### src/rtl/uart_boot_loader.sv
// Boot-time loader: packs UART bytes big-endian into 32-bit words and writes them to DDR
// through a MIG user port as fixed-length bursts, then raises boot_done.
module uart_boot_loader #(
   parameter int unsigned IMAGE_BYTES = 65536,
   parameter int unsigned BURST_WORDS = 16,
   parameter int unsigned BASE_ADDR   = 0
) (
   input  logic        clk,
   input  logic        reset_n,
   input  logic [7:0]  rx_data,
   input  logic        rx_valid,
   output logic        boot_done,
   output logic        boot_error,
   output logic        mem_cmd_en,
   output logic [2:0]  mem_cmd_instr,
   output logic [5:0]  mem_cmd_bl,
   output logic [29:0] mem_cmd_byte_addr,
   input  logic        mem_cmd_full,
   output logic        mem_wr_en,
   output logic [3:0]  mem_wr_mask,
   output logic [31:0] mem_wr_data,
   input  logic        mem_wr_full,
   input  logic        mem_wr_empty,
   input  logic        mem_wr_underrun,
   input  logic        mem_wr_error,
   output logic [1:0]  cmd_state_dbg
);

   localparam int unsigned NUM_BURSTS = IMAGE_BYTES / (4 * BURST_WORDS);
   localparam int BC_W = $clog2(IMAGE_BYTES + 1);
   localparam int WB_W = $clog2(BURST_WORDS + 1);
   localparam int NB_W = (NUM_BURSTS > 1) ? $clog2(NUM_BURSTS) : 1;

   typedef enum logic [1:0] {
      C_IDLE  = 2'd0,
      C_ISSUE = 2'd1,
      C_DRAIN = 2'd2,
      C_DONE  = 2'd3
   } cmd_state_t;

   cmd_state_t      state;
   logic [BC_W-1:0] byte_cnt;
   logic [23:0]     word_acc;
   logic            word_pending;
   logic [WB_W-1:0] words_in_burst;
   logic [NB_W-1:0] burst_idx;
   logic [29:0]     cur_addr;

   logic accept, word_done, burst_end, last_burst, overflow, issue_overlap;

   assign mem_cmd_instr = 3'b000;
   assign mem_wr_mask   = 4'b0000;
   assign cmd_state_dbg = state;

   assign accept     = rx_valid && (byte_cnt != BC_W'(IMAGE_BYTES)) && !boot_error;
   assign word_done  = accept && (byte_cnt[1:0] == 2'd3);

   // Strobes look at the MIG full flags in the same cycle so nothing is pushed into a full FIFO.
   assign mem_wr_en  = word_pending && !mem_wr_full && !boot_error;
   assign mem_cmd_en = (state == C_ISSUE) && !mem_cmd_full && !boot_error;

   assign burst_end     = mem_wr_en && (words_in_burst == WB_W'(BURST_WORDS - 1));
   assign last_burst    = (burst_idx == NB_W'(NUM_BURSTS - 1));
   assign overflow      = word_done && word_pending && !mem_wr_en;
   assign issue_overlap = burst_end && (state == C_ISSUE) && !mem_cmd_en;
   assign cur_addr      = 30'(BASE_ADDR) + 30'(burst_idx) * 30'(BURST_WORDS * 4);

   // Byte packer and single-entry hold register
   always_ff @(posedge clk or negedge reset_n) begin
      if (!reset_n) begin
         byte_cnt     <= '0;
         word_acc     <= '0;
         word_pending <= 1'b0;
         mem_wr_data  <= '0;
      end else begin
         if (accept) begin
            byte_cnt <= byte_cnt + BC_W'(1);
            word_acc <= {word_acc[15:0], rx_data};
         end
         if (word_done) begin
            mem_wr_data  <= {word_acc, rx_data};
            word_pending <= 1'b1;
         end else if (mem_wr_en) begin
            word_pending <= 1'b0;
         end
      end
   end

   always_ff @(posedge clk or negedge reset_n) begin
      if (!reset_n) begin
         boot_error <= 1'b0;
      end else if (mem_wr_underrun || mem_wr_error || overflow || issue_overlap) begin
         boot_error <= 1'b1;
      end
   end

   // Command FSM; everything freezes once boot_error is set.
   always_ff @(posedge clk or negedge reset_n) begin
      if (!reset_n) begin
         state             <= C_IDLE;
         words_in_burst    <= '0;
         burst_idx         <= '0;
         boot_done         <= 1'b0;
         mem_cmd_bl        <= '0;
         mem_cmd_byte_addr <= '0;
      end else begin
         mem_cmd_bl        <= 6'(BURST_WORDS - 1);
         // Track the address of the burst that will be issued next, also right after a fire.
         mem_cmd_byte_addr <= mem_cmd_en ? (cur_addr + 30'(BURST_WORDS * 4)) : cur_addr;
         if (!boot_error) begin
            if (mem_wr_en) begin
               words_in_burst <= burst_end ? '0 : words_in_burst + WB_W'(1);
            end
            case (state)
               C_IDLE: begin
                  if (burst_end) state <= C_ISSUE;
               end
               C_ISSUE: begin
                  if (mem_cmd_en) begin
                     burst_idx <= burst_idx + NB_W'(1);
                     if (last_burst)     state <= C_DRAIN;
                     else if (burst_end) state <= C_ISSUE;
                     else                state <= C_IDLE;
                  end
               end
               C_DRAIN: begin
                  if (mem_wr_empty) state <= C_DONE;
               end
               C_DONE: begin
                  boot_done <= 1'b1;
               end
               default: state <= C_IDLE;
            endcase
         end
      end
   end

endmodule

### config.mk
export PLATFORM = sky130hd
export DESIGN_NAME = uart_boot_loader
export DESIGN_NICKNAME = d
export VERILOG_FILES = /design/src/rtl/uart_boot_loader.sv
export SDC_FILE = /design/constraint.sdc
export NUM_CORES = 1
export LEC_CHECK = 0
export ABC_AREA = 1
export CAP_MARGIN = 0
export CORE_UTILIZATION = 35
export CTS_BUF_LIST = sky130_fd_sc_hd__clkbuf_4 sky130_fd_sc_hd__clkbuf_8 sky130_fd_sc_hd__clkbuf_16
export DETAILED_ROUTE_END_ITERATION = 8
export MAX_ROUTING_LAYER = met4
export PLACE_DENSITY_LB_ADDON = 0.25
export SLEW_MARGIN = 20
export SYNTH_ARGS = -nofsm -noshare
export SYNTH_HDL_FRONTEND = slang
export SYNTH_SLANG_ARGS = --single-unit
### constraint.sdc
create_clock -name clk -period 2.1 [get_ports clk]
set_input_delay 0.21 -clock clk [delete_from_list [all_inputs] [get_ports clk]]
set_output_delay 0.21 -clock clk [all_outputs]
set_load 0.05 [all_outputs]
==> results of run 1 <==
## flip-flops by register name (all words and copies together), names as in the netlist
name / count
boot_done: 1
boot_error: 1
burst_idx: 10
byte_cnt: 17
cmd_state_dbg: 2
mem_cmd_bl: 1
mem_cmd_byte_addr: 11
mem_wr_data: 32
word_acc: 24
word_pending: 1
words_in_burst: 5
## synth_stat cells
library cell,count,share of area
a21boi_0,1,0.0015
a21o_1,1,0.0015
a21oi_1,3,0.0029
a21oi_2,1,0.0017
buf_1,5,0.0037
buf_2,6,0.0059
buf_4,32,0.047
buf_6,8,0.018
clkbuf_1,1,0.00074
conb_1,2,0.0015
dfrtp_1,105,0.52
ha_1,10,0.025
inv_1,28,0.021
inv_2,3,0.0022
nand2_1,246,0.18
nand2_4,2,0.0044
nand3_1,14,0.014
nand3_2,1,0.0020
nand3_4,1,0.0034
nand3b_1,2,0.0029
nand4_1,39,0.048
nor2_1,40,0.029
nor2_2,3,0.0037
nor3_1,7,0.0069
o21a_1,2,0.0029
o21ai_0,10,0.0098
o31ai_1,1,0.0015
xnor2_1,12,0.021
xor2_1,13,0.022
## through the flow
stage | power (mW) | cell area, um2 | instances | worst slack, ns
2_1_floorplan | 2.261 | 5197 | 626 | 0.1489
3_3_place_gp | 2.306 | 5803 | 829 | 0.3775
3_5_place_dp | 2.307 | 5803 | 829 | 0.3370
4_1_cts | 4.105 | 6131 | 846 | 0.1758
5_1_grt | 4.204 | 6131 | 846 | 0.08078
6_report | 4.060 | 6131 | 846 | 0.1889
## worst register-to-register path, delay by kind of cell, from the launching register on
family | cells | cell delay [ns]
simple gates | 3 | 0.52
flops | 1 | 0.45
buf+inv | 2 | 0.31
fa+ha+maj | 1 | 0.23
xor+xnor | 1 | 0.18
## area by class of cell
class                      count  area share
inverter                      31     0.01898
clock inverter                 7     0.01510
sequential                   105      0.4286
tap                          180     0.03673
clock buffer                   9     0.03673
multi-input combinational    438      0.3378
timing repair buffer          76      0.1261
## kinds of logic after synthesis
| logic type | count (synthesis) | synth area share |
|---|---|---|
| and+or+nand+nor | 355 | 0.2956 |
| DFF | 105 | 0.5156 |
| buffers and inverters | 83 | 0.09796 |
| xor gates and xnor gates | 25 | 0.04297 |
| AOI/OAI and AO/OA | 19 | 0.02185 |
| adders and majority gates | 10 | 0.02455 |
| other | 2 | 0.001474 |
## what timing repair did
item                                    CTS  global route
endpoints found under the setup margin    0             0
hold endpoints to repair                 21             0
hold buffers                              1             0
## power groups by stage
stage	combinational (mW)	clock, mW	sequential, mW
6_report	0.224	1.79	2.04
3_3_place_gp	0.225	0	2.08
4_1_cts	0.228	1.84	2.04
3_5_place_dp	0.226	0	2.08
5_1_grt	0.243	1.92	2.04
2_1_floorplan	0.179	0	2.08
## per-layer routing
layer	part of all wire	wire, um
met3	0.042	454
met2	0.46	5005
met5	0	0
met4	0.0080	87
met1	0.49	5282
## how the worst min path moves through the flow
stage | startpoint | depth (start not counted) | end | slack (ns)
2_1_floorplan | reset_n | 0 | boot_done | -0.09
3_3_place_gp | reset_n | 1 | words_in_burst[2] | 0.14
3_5_place_dp | reset_n | 1 | words_in_burst[2] | 0.14
4_1_cts | reset_n | 2 | byte_cnt[12] | 0.32
5_1_grt | reset_n | 2 | words_in_burst[0] | 0.35
6_report | reset_n | 2 | byte_cnt[12] | 0.30
==> impl_metrics.toml, run 1 <==
[drt]
antenna_left = 0
first_pass_iters = 4
vias_per_cell = 4.597
drtIter0Drc = 293
vias = 3889
drc = 0
routedWlPerCell_um = 12.80
drt_wl_total_um = 10830

[sta]
worstMarginPinSlew_ns = 0.5451
finClkSkew_ns = 0.01239
post-route-min-period_ns = 1.911
finalHoldViolCount = 0
max_freq_ghz = 0.5233
fin_setup_tns_ns = 0
grt_setup_unrepaired = "false"
setup_violations = 0
finalHoldWorstSlack_ns = 0.3033
relSlewSlack = 0.6354
finalCritPeriodShare = 0.9100
drv_slew = 0

[synthesis]
synth.distinct_cells = 29
synth_cells = 599
avgSynthCellArea_um2 = 8.508
synth_warnings = 0
synth-seq-cells = 105
synth_area_mm2 = 0.005096
synth-seq-area-share = 0.5156

[setup_path]
crit_slowest_cell = "dfrtp_1"
critPathLaunch = "cmd_state_dbg[1]"
critPathMaxFanout = 8
path_buf_inv = 3
cp.depth = 5
worstPathCellList = "inv_1 -> ha_1 -> nand3_2 -> inv_2 -> buf_12"
cp-end-kind = "primary output"
cp.arrival_ns = 1.70
reg2reg_slack_ns = 0.34
r2r-start = "cmd_state_dbg[1]"
crit_required_ns = 1.89
path_class = "reg -> out"
worstSetupStartpointType = "register"
crit_end = "mem_cmd_en"
crit_family = "buffers and inverters"
r2r_cells = 7
critPathMaxStageDelay_ns = 0.45
r2r_end = "burst_idx[8]"

[die]
die_area_mm2 = 0.01505
start_util = 0.3629
core_area_mm2 = 0.01404
rows = 43
pin_count = 97
die_h_um = 122.7
die_w_um = 122.7

[clock_network]
cts_setup_buffers = 0
ctsResizeCount = 0
cts_buffer_depth = 2
insertion_delay_ns = 0.35
h-tree-depth = 3
cts_num_sinks = 105
cts_buffers = 9
clk_pin_slew_ns = 0.08
cts_tree = "done"
clockRootBuffer = "clkbuf_16"

[outcome]
status = "completed"

[finish]
multi_input_comb_area_mm2 = 0.002071
fill_cells = 1391
fin_nets = 687
mostFrequentLayoutCell = "nand2_1"
utilization = 0.4366
layout_common_cells = "nand2_1 (246), dfrtp_1 (105), clkdlybuf4s50_1 (65)"
areaGrowthSynthToFinish_pct = 20.30
regArea_mm2 = 0.002628
drive_gt1_frac = 0.05556
diodes = 0

[power]
power_frac_seq = 0.503
switchingPower_mw = 1.017
pwr-share-clk = 0.442
pwr-share-comb = 0.055
powerDensity_mw_per_mm2 = 662.2
p_sw_frac = 0.2505
power.leakage_nw = 3.106
p_int_mw = 3.042
vdd_ir_drop_max_mv = 0.3762

[global_route]
grt_pass1_vias = 3650
busiest_layer = "met2"
grt_util_met1 = 0.2211
grt_first_pass_wirelength_um = 18110
grt_max_degree = 59
antenna_found_initial = 0
globalRouteMet3Util = 0.02974
grt_usage = 0.1587
overflow = 0
met2_usage = 0.2360

[placed_design]
dp_hpwl_um = 7606
io_buffers = 68
gp_congestion = 0.8094

[flow_run]
drv_cap = 0

[hold_path]
hold_class = "in -> async"
No activity file was read; power rests on OpenSTA's default activity.
==> run 2, diff against run 1 <==
GPL_TIMING_DRIVEN = 0   (was default)
==> run 2 against run 1 <==
Compared with the run above:
- count of clock-buffer cells in the layout is 1 higher
- final cell count is 5.3% higher
- sequential cell count stayed put
- fmax is 3.4% lower
- clock power is 2% lower
- core utilization is 2.3 points higher
- die area stayed put
- first-iteration DRC count is 5.8% higher
==> impl_metrics.toml, run 2 (synthesized netlist as in run 1, its figures left out) <==
[drt]
drt_wl_total_um = 10660
vias_per_cell = 4.469
drtIter0Drc = 310
drc = 0
vias = 3982
antenna_left = 0
first_pass_iters = 5
routedWlPerCell_um = 11.96

[finish]
fin_nets = 733
layout_common_cells = "nand2_1 (246), dfrtp_1 (105), clkdlybuf4s50_1 (65)"
diodes = 0
largest_reg_flops = 32
fill_cells = 1323
mostFrequentLayoutCell = "nand2_1"
areaGrowthSynthToFinish_pct = 26.66
drive_gt1_frac = 0.1083
utilization = 0.4597
top_register = "mem_wr_data"
reg_top3 = "mem_wr_data x32, word_acc x24, byte_cnt x17"

[power]
power.leakage_nw = 3.314
p_sw_frac = 0.2218
vdd_ir_drop_max_mv = 0.3570
powerDensity_mw_per_mm2 = 630.6
switchingPower_mw = 0.9030
p_int_mw = 3.168
power.total_mw = 4.071
power_frac_seq = 0.502
pwr-share-comb = 0.067
pwr-share-clk = 0.431

[global_route]
overflow = 0
grt_first_pass_wirelength_um = 17920
grt_max_degree = 66
grt_usage = 0.1570
antenna_found_initial = 0
grt_pass1_vias = 3769

[clock_network]
cts_num_sinks = 105
insertion_delay_ns = 0.34
cts_tree = "done"
clk_pin_slew_ns = 0.06
h-tree-depth = 3
cts_buffers = 9
cts_buffer_depth = 2
cts_setup_buffers = 0
clockRootBuffer = "clkbuf_16"

[setup_path]
reg2reg_slack_ns = 0.35
crit_slowest_cell = "dfrtp_1"
critPathLaunch = "cmd_state_dbg[1]"
critPathMaxStageDelay_ns = 0.45
critPathMaxFanout = 8
cp-end-kind = "primary output"
worstSetupStartpointType = "register"
crit_required_ns = 1.89
path_class = "reg -> out"
cp.arrival_ns = 1.77
r2r-start = "cmd_state_dbg[1]"
r2r_end = "mem_cmd_byte_addr[10]"
crit_end = "mem_cmd_en"
r2r_cells = 6
worstPathCellList = "inv_1 -> ha_1 -> nand3_2 -> inv_2 -> clkbuf_4"

[outcome]
status = "completed"

[die]
rows = 43
pin_count = 97
core_area_mm2 = 0.01404
start_util = 0.3629
die_area_mm2 = 0.01505
die_w_um = 122.7
die_h_um = 122.7

[sta]
finalCritPeriodShare = 0.9420
relSlewSlack = 0.6356
finalHoldViolCount = 0
worstMarginPinSlew_ns = 0.5449
grt_setup_unrepaired = "false"
setup_violations = 0
drv_slew = 0
max_freq_ghz = 0.5055
finClkSkew_ns = 0.006915
post-route-min-period_ns = 1.978

[flow_run]
drv_cap = 0

[placed_design]
dp_hpwl_um = 7884
gp_congestion = 0.8968
io_buffers = 68

[hold_path]
hold_class = "in -> async"
[run 2: critical path, delay by kind of cell, from the launching register on]
family | cells | cell delay [ns]
flops | 1 | 0.45
buf+inv | 3 | 0.53
simple gates | 1 | 0.22
fa+ha+maj | 1 | 0.24
[run 2: layout make-up]
cell class	instances	area (um2)	area share
clock buffer	10	232.7	0.03605
inverter	31	116.4	0.01803
multi-input combinational	438	2071	0.3208
buffer	52	382.9	0.05931
timing repair buffer	70	718.2	0.1113
sequential	105	2628	0.4071
clock inverter	5	81.33	0.01260
tap	180	225.2	0.03489
[run 2: timing repair]
item | in CTS | in global routing
endpoints found under the hold margin | 40 | 0
gates resized for setup | 8 | 2
endpoints found under the setup margin | 2 | 2
hold buffers | 1 | 0
pin swaps | 0 | 0
[run 2: power by group through the flow]
stage                     Sequential (mW)  Clock [mW]  Combinational, mW
final                                2.04        1.75              0.273
after floorplan                      2.08           0              0.179
after CTS                            2.04        1.82              0.276
after global routing                 2.04        1.89              0.295
after global placement               2.08           0              0.265
after detailed placement             2.08           0              0.273
[run 2: through the flow]
step | area, um2 | instances | hold WS [ns] | TNS [ns] | setup WS, ns
5_1_grt | 6455 | 891 | 0.3872 | 0 | 0.008820
3_5_place_dp | 6132 | 875 | 0.1492 | -0.1761 | -0.09314
3_3_place_gp | 6103 | 874 | 0.4403 | -330.20 | -3.151
2_1_floorplan | 5197 | 626 | -0.08559 | 0 | 0.1489
4_1_cts | 6452 | 891 | 0.3504 | 0 | 0.07639
6_report | 6455 | 891 | 0.3566 | 0 | 0.1218
[run 2: worst min path at each step]
stage,cells after the start,startpoint,slack (ns),end
after floorplan,0,reset_n,-0.09,boot_done
after global placement,1,boot_done,0.44,boot_done
after detailed placement,1,reset_n,0.15,words_in_burst[4]
after CTS,2,reset_n,0.35,words_in_burst[4]
after global routing,2,reset_n,0.39,words_in_burst[4]
final,2,reset_n,0.36,words_in_burst[4]
[run 2: routing by layer]
metal,part of all wire,track usage
met1,0.49,0.2054
met2,0.47,0.2433
met5,0,-
met3,0.041,0.03532
met4,0.0053,0.04497
==> RTL edit 1 (config.mk and constraints of run 1) <==
The parameter `BURST_WORDS` goes from 16 to 32.
--- a/src/rtl/uart_boot_loader.sv
+++ b/src/rtl/uart_boot_loader.sv
@@ -4,3 +4,3 @@
    parameter int unsigned IMAGE_BYTES = 65536,
-   parameter int unsigned BURST_WORDS = 16,
+   parameter int unsigned BURST_WORDS = 32,
    parameter int unsigned BASE_ADDR   = 0
Formal check against the unedited RTL: not equivalent (a bounded check fails within 4 cycles, from zero or initial values and one cycle with reset_n low).
==> RTL edit 1 against run 1 <==
- sequential cell count is 1 lower
- count of clock-buffer cells in the layout unchanged
- combinational power grew 2%
- setup slack lost 0.047 ns
- wire length grew 3.0%
- synthesized cell count increased by 1.3%
- synthesized area rose by 0.61%
- sequential share of layout area fell by 0.42 points
- global-route usage is 0.59 points higher
- final area about the same
- via count grew 2.7%
- worst hold slack improved by 0.089 ns
- total power shrank 1.7%
- critical endpoint unchanged
- largest power group unchanged
==> RTL edit 1: results (changes against run 1) <==
| Item | This run | Change |
| --- | --- | --- |
| VDD IR-drop max | 0.0004543 V | +21% |
| Total number of multi-input combinational cells | 441 | +0.68% |
| Post-route non-filler standard cell count | 852 | +0.71% |
| Pin count of the biggest net entering global routing | 45 | -24% |
| Signal arrival time at the worst endpoint | 1.75 ns | +0.05 ns |
| First-pass GRT wire length | 18,690 um | +3.2% |
| Run status | finished clean |  |
| Netlist cell types | 34 | +17% |
| Avg Vias per Cell | 4.688 | +2.0% |
| Routability-driven placement congestion ratio | 0.8304 | +2.6% |
| Proportion of cell area spent on the clock network | 4.917% | -0.27 points |
| Startpoint of the worst register-to-register path | byte_cnt[0] |  |
| Iteration-0 DRC count of the detailed router | 294 | +0.34% |
| Overall routed net length | 11,160 um | +3.0% |
| Leak | 3.172 nW | +2.1% |
| Count of non-CTS inverters in the layout | 34 | +9.7% |
| Register fraction of the total cell area | 42.44% | -0.42 points |
| Library cell contributing the largest single delay on the critical path | dfrtp_1 |  |
| Final non-clock buffer share | 12.85% | +0.24 points |
| Mean area per synthesized cell | 8.447 um^2 | -0.71% |
| Fill cells | 1,406 | +1.1% |
| Clock latency on the worst-skew pair | 0.35 ns | about the same |
| Placed Instances | 836 | +0.84% |
| Count of maximum capacitance violations | 0 | unchanged |
| GRT Overall Usage | 16.47% | +0.59 points |
| Worst setup skew after layout | 0.008888 ns | -0.003503 ns |
| CP Max Fanout | 9 | +1 |
| Cell types with the highest counts after synthesis | 261 x nand2_1, 104 x dfrtp_1, 42 x nand4_1, 33 x buf_4, 32 x nor2_1 |  |
| Number of nets in the layout | 694 | +1.0% |
| Post-synthesis sequential element count | 104 | -0.95% |
| Tightest slew margin relative to the limit | 63.65% | +0.11 points |
| Proportion of cell area occupied by multi-input gates | 34.03% | +0.26 points |
| 1st-pass router iterations | 5 | +1 |
| Buffers excl. clock | 78 | +2.6% |
| Ranking of synthesized cells by area | dfrtp_1 51%, nand2_1 19%, nand4_1 5.1% |  |
| Sequential share of the synthesized area | 50.76% | -0.80 points |
| Crit path max-delay family | buffers and inverters |  |
| Half-perimeter wire length of the detailed placement result | 7746 um | +1.8% |
| Worst r2r path cells | 8 | +1 |
| Share of post-route cells with drive strength above 1 | 6.101% | +0.55 points |
| Depth of the CTS H-tree | 3 | unchanged |
| Vias in the first global route | 3,849 | +5.5% |
## RTL edit 1: worst paths after layout
check | endpoint | slack, ns
max | mem_cmd_en | 0.14
min | word_acc[3] | 0.39
min in group clk | word_acc[1] | 0.44
min reg2reg | mem_wr_data[1] | 0.47
max reg2reg | mem_wr_data[0] | 0.32
max in group asynchronous | mem_cmd_byte_addr[13] | 1.03
## RTL edit 1: cell families after synthesis
group | synth area share (%)
AOI/OAI and AO/OA | 1.440
xor gates and xnor gates | 3.587
adders and majority gates | 2.440
buffers and inverters | 10.52
DFF | 50.76
muxes | 0.1952
other | 0.1465
and+or+nand+nor | 30.92
## RTL edit 1: layer usage
metal | share of wire [%] | vias up | GRT usage (%) | wire length [um]
met5 | 0 | - | - | 0
met2 | 47 | 99 | 25.63 | 5239
met3 | 4.3 | 16 | 2.260 | 479
li1 | - | 1972 | - | -
met4 | 2.0 | 0 | 7.455 | 228
met1 | 47 | 1907 | 21.39 | 5211
## RTL edit 1: per-stage QoR
step           power [mW]  util [%]  area, um^2  hold slack [ns]  setup slack, ns
2_1_floorplan       2.248         -        5229         -0.08559           0.1217
3_3_place_gp        2.294     41.29        5821           0.2349           0.2901
3_5_place_dp        2.296     41.29        5821           0.2492           0.1972
4_1_cts             4.035     43.50        6132           0.4091           0.1358
5_1_grt             4.120     43.50        6132           0.4369          0.05968
6_report            3.989     43.50        6132           0.3928           0.1422
## RTL edit 1: power by group
part / switching, mW / internal [mW] / leakage, nW
Combinational: 0.183 / 0.0459 / 1.60
Sequential: 0.0128 / 2.01 / 1.42
Clock: 0.794 / 0.940 / 0.148
## RTL edit 1: repair_timing
action | in CTS | in global routing
resized for setup | 0 | 0
endpoints found under the hold margin | 39 | 0
hold buffers | 1 | 0
==> RTL edit 2 (config.mk and constraints of run 1) <==
Without the edit above. Put one more register stage on the output `cmd_state_dbg`. The value now appears one clock later. The other outputs are not delayed to match.
--- a/src/rtl/uart_boot_loader.sv
+++ b/src/rtl/uart_boot_loader.sv
@@ -52,3 +52,9 @@
    assign mem_wr_mask   = 4'b0000;
-   assign cmd_state_dbg = state;
+   always_ff @(posedge clk or negedge reset_n) begin
+      if (!reset_n) begin
+         cmd_state_dbg <= '0;
+      end else begin
+         cmd_state_dbg <= state;
+      end
+   end
 
Formal check against the unedited RTL: no difference found for any inputs over 10 cycles, from zero or initial values and one cycle with reset_n low; that may be too few to reach the edited logic, so the function may still have changed.
==> RTL edit 2 against run 1 <==
- synthesized area grew 0.29%
- first-iteration DRC count shrank 11%
- critical endpoint is now boot_error
- sequential power grew 2%
- sequential cell count grew 2
- total power shrank 2.7%
- wire length shrank 1.2%
- setup slack lost 0.020 ns
- maximum frequency shrank 1.0%
- final area grew 1.4%
- non-clock buffer count grew 9
- final cell count grew 0.59%
- core utilization grew 0.61 points
- global-route usage grew 0.24 points
==> RTL edit 2: results (changes against run 1) <==
| Item | This run | Change |
| --- | --- | --- |
| Netlist cell types | 30 | +3.4% |
| Total number of multi-input combinational cells | 431 | -1.6% |
| Grt met3 use | 4.043% | +1.1 points |
| Run status | finished clean |  |
| Area of all sequential standard cells | 2678 um^2 | +1.9% |
| Signal arrival time at the worst endpoint | 1.72 ns | +0.02 ns |
| Detailed route wirelength on metal2 | 4938 um | -1.3% |
| Met1 Routed Length | 5126 um | -3.0% |
| VDD IR-drop max | 0.0003981 V | +5.8% |
| CP Max Fanout | 7 | -1 |
| Xor and xnor fraction of the mapped netlist area | 4.284% | -0.013 points |
| First-pass GRT wire length | 18,480 um | +2.0% |
| Iteration-0 DRC count of the detailed router | 262 | -11% |
| Leak | 3.130 nW | +0.78% |
| Via count | 3,936 | +1.2% |
| Overall routed net length | 10,690 um | -1.2% |
| Number of setup buffers added after CTS | 1 | +1 |
| Final non-clock buffer share | 13.73% | +1.1 points |
| Proportion of cell area occupied by multi-input gates | 33.11% | -0.67 points |
| Tightest slew margin relative to the limit | 61.88% | -1.7 points |
| Pin count of the biggest net entering global routing | 45 | -24% |
| Layout clock buffer count | 13 | +4 |
| Count of non-CTS inverters in the layout | 32 | +3.2% |
| Cell types with the highest counts after synthesis | 247 x nand2_1, 107 x dfrtp_1, 39 x nand4_1, 37 x nor2_1, 34 x buf_4 |  |
| Vias in the first global route | 3,908 | +7.1% |
| Fill cells | 1,369 | -1.6% |
| Share of post-route cells with drive strength above 1 | 7.303% | +1.7 points |
-- RTL edit 2: final timing paths --
| check | start | endpoint | slack (ns) | depth (start not counted) |
|---|---|---|---|---|
| setup reg to reg | state[1] | mem_cmd_byte_addr[15] | 0.33 | 7 |
| hold / removal | reset_n | burst_idx[0] | 0.40 | 2 |
| max in group asynchronous | reset_n | mem_wr_data[21] | 1.07 | 3 |
| setup / recovery | boot_error | boot_error | 0.17 | 1 |
| hold reg to reg | state[1] | cmd_state_dbg[1] | 0.46 | 0 |
| min in group clk | rx_data[0] | word_acc[0] | 0.45 | 3 |
-- RTL edit 2: stage by stage --
stage                     util (%)  std cells  worst slack, ns  power, mW  area, um^2
final                        44.28        851           0.1688      3.952        6217
after detailed placement     42.14        833           0.2679      2.370        5917
after CTS                    44.28        851           0.1315      4.016        6217
after global routing         44.28        851          0.05510      4.114        6217
after floorplan                  -        623          0.06043      2.315        5213
after global placement       42.14        833           0.3086      2.367        5917
